--- src/rtl/seq_chunk_adder.sv ---
// seq_chunk_adder: multi-cycle add/subtract unit.
// Each clock sums CHUNK bits of the operands and passes the carry to the next chunk.
// Operands and results use valid/ready handshakes.
//
// state | meaning
// IDLE  | waiting for operands, in_ready high
// RUN   | summing one chunk per cycle, LSB chunk first
// DONE  | result presented, held until out_ready
module seq_chunk_adder #(
    parameter int WIDTH = 16,
    parameter int CHUNK = 4
) (
    input  logic             clk,
    input  logic             rst,
    input  logic             in_valid,
    output logic             in_ready,
    input  logic [WIDTH-1:0] a,
    input  logic [WIDTH-1:0] b,
    input  logic             cin,
    input  logic             sub,
    output logic             out_valid,
    input  logic             out_ready,
    output logic [WIDTH-1:0] sum,
    output logic             cout,
    output logic             ovf
);

    localparam int NCH = WIDTH / CHUNK;
    localparam int CW  = (NCH > 1) ? $clog2(NCH) : 1;

    localparam logic [1:0] IDLE = 2'd0;
    localparam logic [1:0] RUN  = 2'd1;
    localparam logic [1:0] DONE = 2'd2;

    logic [1:0]       state;
    logic [WIDTH-1:0] op_a;
    logic [WIDTH-1:0] op_b;
    logic             carry;
    logic [CW-1:0]    cnt;

    logic [CHUNK:0]         chunk_sum;
    logic [CHUNK-1:0]       psum;
    logic                   c_out;
    logic                   c_msb_in;
    logic [WIDTH+CHUNK-1:0] sum_cat;
    logic                   last_chunk;

    // Chunk adder; the carry into the chunk MSB is recovered from sum and operand bits.
    always_comb begin
        chunk_sum  = {1'b0, op_a[CHUNK-1:0]} + {1'b0, op_b[CHUNK-1:0]}
                   + {{CHUNK{1'b0}}, carry};
        psum       = chunk_sum[CHUNK-1:0];
        c_out      = chunk_sum[CHUNK];
        c_msb_in   = psum[CHUNK-1] ^ op_a[CHUNK-1] ^ op_b[CHUNK-1];
        sum_cat    = {psum, sum};
        last_chunk = (cnt == CW'(NCH - 1));
    end

    // Handshake outputs come straight from the state; rst masks acceptance in its own cycle.
    always_comb begin
        in_ready  = (state == IDLE) && !rst;
        out_valid = (state == DONE);
    end

    // Sequencer and datapath registers.
    always_ff @(posedge clk) begin
        if (rst) begin
            state <= IDLE;
            op_a  <= '0;
            op_b  <= '0;
            carry <= 1'b0;
            cnt   <= '0;
            sum   <= '0;
            cout  <= 1'b0;
            ovf   <= 1'b0;
        end else begin
            case (state)
                IDLE: begin
                    if (in_valid) begin
                        op_a  <= a;
                        op_b  <= sub ? ~b : b;
                        carry <= sub ? ~cin : cin;
                        cnt   <= '0;
                        state <= RUN;
                    end
                end
                RUN: begin
                    op_a  <= op_a >> CHUNK;
                    op_b  <= op_b >> CHUNK;
                    sum   <= sum_cat[WIDTH+CHUNK-1:CHUNK];
                    carry <= c_out;
                    cnt   <= cnt + CW'(1);
                    if (last_chunk) begin
                        cout  <= c_out;
                        ovf   <= c_msb_in ^ c_out;
                        state <= DONE;
                    end
                end
                DONE: begin
                    if (out_ready) state <= IDLE;
                end
                default: state <= IDLE;
            endcase
        end
    end

endmodule

--- config.mk ---
export PLATFORM = sky130hd
export DESIGN_NAME = seq_chunk_adder
export DESIGN_NICKNAME = d
export VERILOG_FILES = /design/src/rtl/seq_chunk_adder.sv
export SDC_FILE = /design/constraint.sdc
export NUM_CORES = 1
export LEC_CHECK = 0
export CORE_MARGIN = 3
export CORE_UTILIZATION = 50
export CTS_BUF_LIST = sky130_fd_sc_hd__clkbuf_8
export DETAILED_ROUTE_END_ITERATION = 16
export PLACE_DENSITY = 0.8
export SLEW_MARGIN = 20
export SYNTH_ARGS = -nofsm -noshare
export SYNTH_HDL_FRONTEND = slang
export SYNTH_SLANG_ARGS = --single-unit
--- constraint.sdc ---
create_clock -name clk -period 2.3 [get_ports clk]
set_input_delay 0.345 -clock clk [delete_from_list [all_inputs] [get_ports clk]]
set_output_delay 0.345 -clock clk [all_outputs]
set_load 0.01 [all_outputs]
== After elaboration in Yosys (flattened, before gate mapping) ==
Index checks and enable logic that the tools add are counted.

* ROM bits: 0
* Word-level logic and storage cells: 43
* Register bits: 55
* Memory bits (writable): 0
* Memories kept: 0
* Latch bits: 0
* Input bits: 38

* $lt $le $gt $ge: 0
* Equality and inequality tests: 6
* $mul: 0
* Divide/modulo/power cells: 0
* Bitwise logic cells: 5
* Add/sub/neg operators: 3
* Shift-type cells: 0
* Multiplexer cells: 14
* Reduce and logical (&&, ||, !) cells: 7

{| class="wikitable"
|+ Operators with widths
! cell !! number
|-
| 16-bit one-hot mux with 2 select lines || 2
|-
| 16-bit two-way mux || 3
|-
| 16-bit inverter || 1
|-
| 2-bit two-way mux || 4
|-
| 2-bit one-hot mux with 3 select lines || 1
|-
| 4-bit by 4-bit adder with 5-bit output || 1
|-
| 5-bit by 1-bit adder with 5-bit output || 1
|-
| 2-bit equality test, second input constant || 2
|-
| 2-bit != test, second input constant || 2
|-
| 2-bit one-hot mux with 2 select lines || 1
|-
| 2-bit AND reduction || 2
|-
| 3-bit AND reduction || 1
|-
| 1-bit XOR || 3
|-
| 2-bit by 1-bit adder with 2-bit output, second input constant || 1
|-
| 2-bit by 1-bit equality test with 1-bit output, second input constant || 1
|-
| 2-bit logical NOT || 1
|-
| 1-bit two-way mux || 2
|-
| 2-bit by 1-bit != test with 1-bit output, second input constant || 1
|-
| 1-bit one-hot mux with 2 select lines || 1
|-
| 2-bit nonzero test || 1
|-
| 1-bit logical AND || 1
|-
| 1-bit logical NOT || 1
|-
| 1-bit inverter || 1
|}

== Depth between registers and ports, before layout ==
* Depth after elaboration: 5
* Depth in mapped cells: 8

== Worst setup path after synthesis ==
No wires, ideal clock.

* Path type: register to register
* From: register op_a[0]
* To: register ovf
* Required time: 2.213 ns
* Cell stages (with the launch flop): 9
* Arrival time: 1.711 ns
* Slack: 0.502 ns
* Path through: dfxtp_1 > fa_1 > inv_1 > fa_1 > nand2b_1 > a21oi_1 > xnor2_1 > xnor2_1 > o31ai_1

* Cells in the longest elaborated chain, start to end: 5

{| class="wikitable"
|+ Ends and longest elaborated chain
! item !! line !! text
|-
| start: declaration || 36 || <nowiki>logic [WIDTH-1:0] op_a;</nowiki>
|-
| start signal: assignment || 88 || <nowiki>op_a <= op_a >> CHUNK;</nowiki>
|-
| 4-bit by 4-bit adder with 5-bit output (*) || 50 || <nowiki>chunk_sum = {1'b0, op_a[CHUNK-1:0]} + {1'b0, op_b[CHUNK-1:0]}</nowiki>
|-
| 5-bit by 1-bit adder with 5-bit output (*) || 51 || <nowiki>+ {{CHUNK{1'b0}}, carry};</nowiki>
|-
| 1-bit XOR (2 in a row) || 54 || <nowiki>c_msb_in = psum[CHUNK-1] ^ op_a[CHUNK-1] ^ op_b[CHUNK-1];</nowiki>
|-
| 1-bit XOR (*) || 95 || <nowiki>ovf <= c_msb_in ^ c_out;</nowiki>
|-
| end signal: assignment || 95 ||
|-
| end: declaration || 25 || <nowiki>output logic ovf</nowiki>
|}

Mark *: on every way between the ends. The rest lies on a longest branch, timed or not.
A chain may end at the register's enable or synchronous reset.

== Worst setup path in the final report ==
* From: register state[0]
* To: output port in_ready

* Cells in the longest elaborated chain, start to end: 2

{| class="wikitable"
|+ Ends and longest elaborated chain
! item !! line !! text
|-
| start: declaration || 35 || <nowiki>logic [1:0] state;</nowiki>
|-
| start signal: assignment || 68 || <nowiki>state <= IDLE;</nowiki>
|-
| start signal: assignment || 84 || <nowiki>state <= RUN;</nowiki>
|-
| start signal: assignment || 96 || <nowiki>state <= DONE;</nowiki>
|-
| 2-bit logical NOT || 61 || <nowiki>in_ready = (state == IDLE) && !rst;</nowiki>
|-
| 1-bit logical AND || 61 ||
|-
| end: declaration || 16 || <nowiki>output logic in_ready,</nowiki>
|}

Every way passes these cells.

==> qor.yml <==
run_status:
  status: "completed"
floorplanning:
  die_area_um2: 5999
  initial_core_util: 0.5299
  core_area_um2: 4817
  die_h_um: 77.45
  rows: 25
  top_level_ports: 58
  die_w_um: 77.45
setup_path:
  criticalPathCategory: "flop to output port"
  max_stage_delay_ns: 0.62
  slowest_stage: "clkdlybuf4s50_1"
  cp-start-kind: "flop"
  critPathCaptureType: "output port"
  critPathArrivalTime_ns: 1.83
  required_ns: 1.96
  cp_max_fo: 11
  crit_chain: "nor3_1 > clkdlybuf4s50_1"
final_layout:
  final_nets: 416
  multi_input_area_um2: 1325
  nFillCells: 433
  utilization: 0.6777
  areaGrowthSynthToFinish_pct: 27.89
  drive_gt1_frac: 0.04826
  diodes: 0
  final-seq-area_um2: 1101
placed_design:
  gp_congestion: 0.8399
  dpl.hpwl_mm: 3.738
  io_buffers: 57
yosys:
  postSynthCellCount: 326
  synth_fa_ha_area_frac: 0.03529
  synth_nets: 370
  synthesis.area_um2: 2552
  synth_mux_area_frac: 0
  yosys.area_share.simple: 0.2461
  synth-seq-cells: 55
  synthXorXnorAreaFrac: 0.07206
  seq_area_frac_synth: 0.4314
  synth_cell_types: 27
  synth_compound_area_frac: 0.1657
  syn_area_per_cell_um2: 7.830
  synth_top_family_by_area: "simple AND/OR/NAND/NOR gates"
  ys_warn_count: 0
clock_network:
  htreeDepth: 2
  holdBufCountCts: 0
  cts.sinks: 55
  clock-root-buffer: "clkbuf_8"
  cts_setup_buffers: 0
  cts_buffers: 5
  clk_pin_slew_worst_paths_ns: 0.10
  clock_path_buffers: 2
  cts-resized-gates: 0
  cts_tree: "done"
  insertion_delay_ns: 0.31
sta:
  hold-worst-slack_ns: 0.4614
  skew_ns: 0.007788
  max_slew.worst_pin.slew_ns: 0.8241
  fin_crit_sh: 0.9445
  slew_violations: 0
  fmax_ghz: 0.4603
  rsz0062_at_grt: "false"
  setup_viol: 0
  setup-tns-final_ns: 0
  finalHoldViolations: 0
  slew_headroom: 0.4494
  fin_crit_ns: 2.172
detailed_routing:
  ant_nets: 0
  drt-total-wl_mm: 5.363
  vias_per_cell: 5.209
  drt-met1-wl_mm: 2.360
  drt-initial-drc-count: 126
  met2_length_mm: 2.621
  wl_met3_um: 312
  dr.pass1.iters: 4
  wl_per_cell_um: 12.19
  via_count: 2292
  routed.top_layer: "met4"
  drcViolationCount: 0
grt:
  antenna_found_initial: 0
  grt-ovfl-total: 0
  track_usage: 0.1829
  grt_max_degree: 57
  grt_pass1_wl_mm: 9.018
  grt_pass1_vias: 2105
pwr:
  power_density_nw_per_um2: 640.4
  p_leak_nw: 1.293
  irDropWorstVdd_mv: 0.4260
job:
  cap_violations: 0
hold_path:
  hold_class: "flop to flop"
[worst max-delay path, delay by kind of cell (launching register included)]
| family | cells | cell delay [ns] |
|---|---|---|
| buffers and inverters | 1 | 0.62 |
| and+or+nand+nor | 1 | 0.43 |
| DFF | 1 | 0.47 |
[stage by stage]
stage	worst slack (ns)	area [um^2]	std cells	total power, mW
after floorplan	0.5023	2552	326	1.325
after global placement	0.2916	3152	432	1.458
after detailed placement	0.2697	3152	432	1.468
after CTS	0.1350	3264	440	2.093
after global routing	0.05231	3264	440	2.186
final	0.1276	3264	440	2.091
[logic make-up after synthesis]
group                      after synthesis
and+or+nand+nor                        146
AOI/OAI and AO/OA                       70
DFF                                     55
buffers and inverters                   28
xor gates and xnor gates                21
adders and majority gates                6
[synth_stat cells]
library cell,count,area (um^2)
nor2_1,80,300.3
dfxtp_1,55,1101
a21oi_1,44,220.2
nand2_1,30,112.6
a22oi_1,21,157.7
xor2_1,17,148.9
nor2b_1,15,93.84
nor3_1,13,65.06
buf_2,10,50.05
clkbuf_1,8,30.03
buf_1,4,15.01
ha_1,4,50.05
nand2b_1,4,25.02
xnor2_1,4,35.03
inv_1,3,11.26
buf_4,2,15.01
fa_1,2,40.04
a211oi_1,1,7.510
a211oi_2,1,12.51
a21o_1,1,7.510
a222oi_1,1,10.01
clkbuf_2,1,5.000
nand3_1,1,5.000
nand3b_1,1,7.510
nor3b_2,1,12.51
o31ai_1,1,7.510
or2_0,1,6.260
[metal layers]
metal / vias up / GRT usage
li1: 1166 / -
met1: 1052 / 0.2110
met3: 8 / 0.04408
met2: 66 / 0.3359
met4: 0 / 0.04804
met5: - / 0
[final cells by class]
type	count	area share
flip-flops and latches	55	0.3373
clock buffers	5	0.02108
repair buffers	64	0.1932
clock inverters	3	0.01342
multi-input cells	243	0.4059
inverters	3	0.003450
well taps	67	0.02568
[layout by cell type, fill, tap and decap left out, drive strengths merged]
cell type       n
nor3           13
nor2           80
clkbuf          5
xor2           17
nor3b           1
ha              4
xnor2           4
nand3           1
clkdlybuf4s50  56
nand2b          4
o31ai           1
inv             3
or2             1
nand3b          1
dfxtp          55
a21o            1
a22oi          21
bufinv          1
nor2b          15
a222oi          1
buf             8
a211oi          2
nand2          30
fa              2
a21oi          44
clkinv          2
[flip-flops by register name, indices dropped and copies added (netlist names)]
| name | cells |
|---|---|
| state | 2 |
| op_b | 16 |
| cout | 1 |
| ovf | 1 |
| cnt | 2 |
| carry | 1 |
| op_a | 16 |
| sum | 16 |
[power breakdown]
| group | total (mW) | internal (mW) | switching [mW] | leakage, nW |
|---|---|---|---|---|
| Sequential | 1.05 | 1.01 | 0.0414 | 0.450 |
| Combinational | 0.392 | 0.195 | 0.197 | 0.784 |
| Clock | 0.646 | 0.325 | 0.322 | 0.0581 |
[final timing paths]
| path | cells past startpoint | start | endpoint | slack (ns) |
|---|---|---|---|---|
| setup reg to reg | 8 | op_a[0] | ovf | 0.25 |
| hold / removal | 2 | sum[7] | sum[3] | 0.46 |
| setup / recovery | 2 | state[0] | in_ready | 0.13 |
| hold reg to reg | 2 | sum[7] | sum[3] | 0.46 |
No activity file was read; power rests on OpenSTA's default activity.
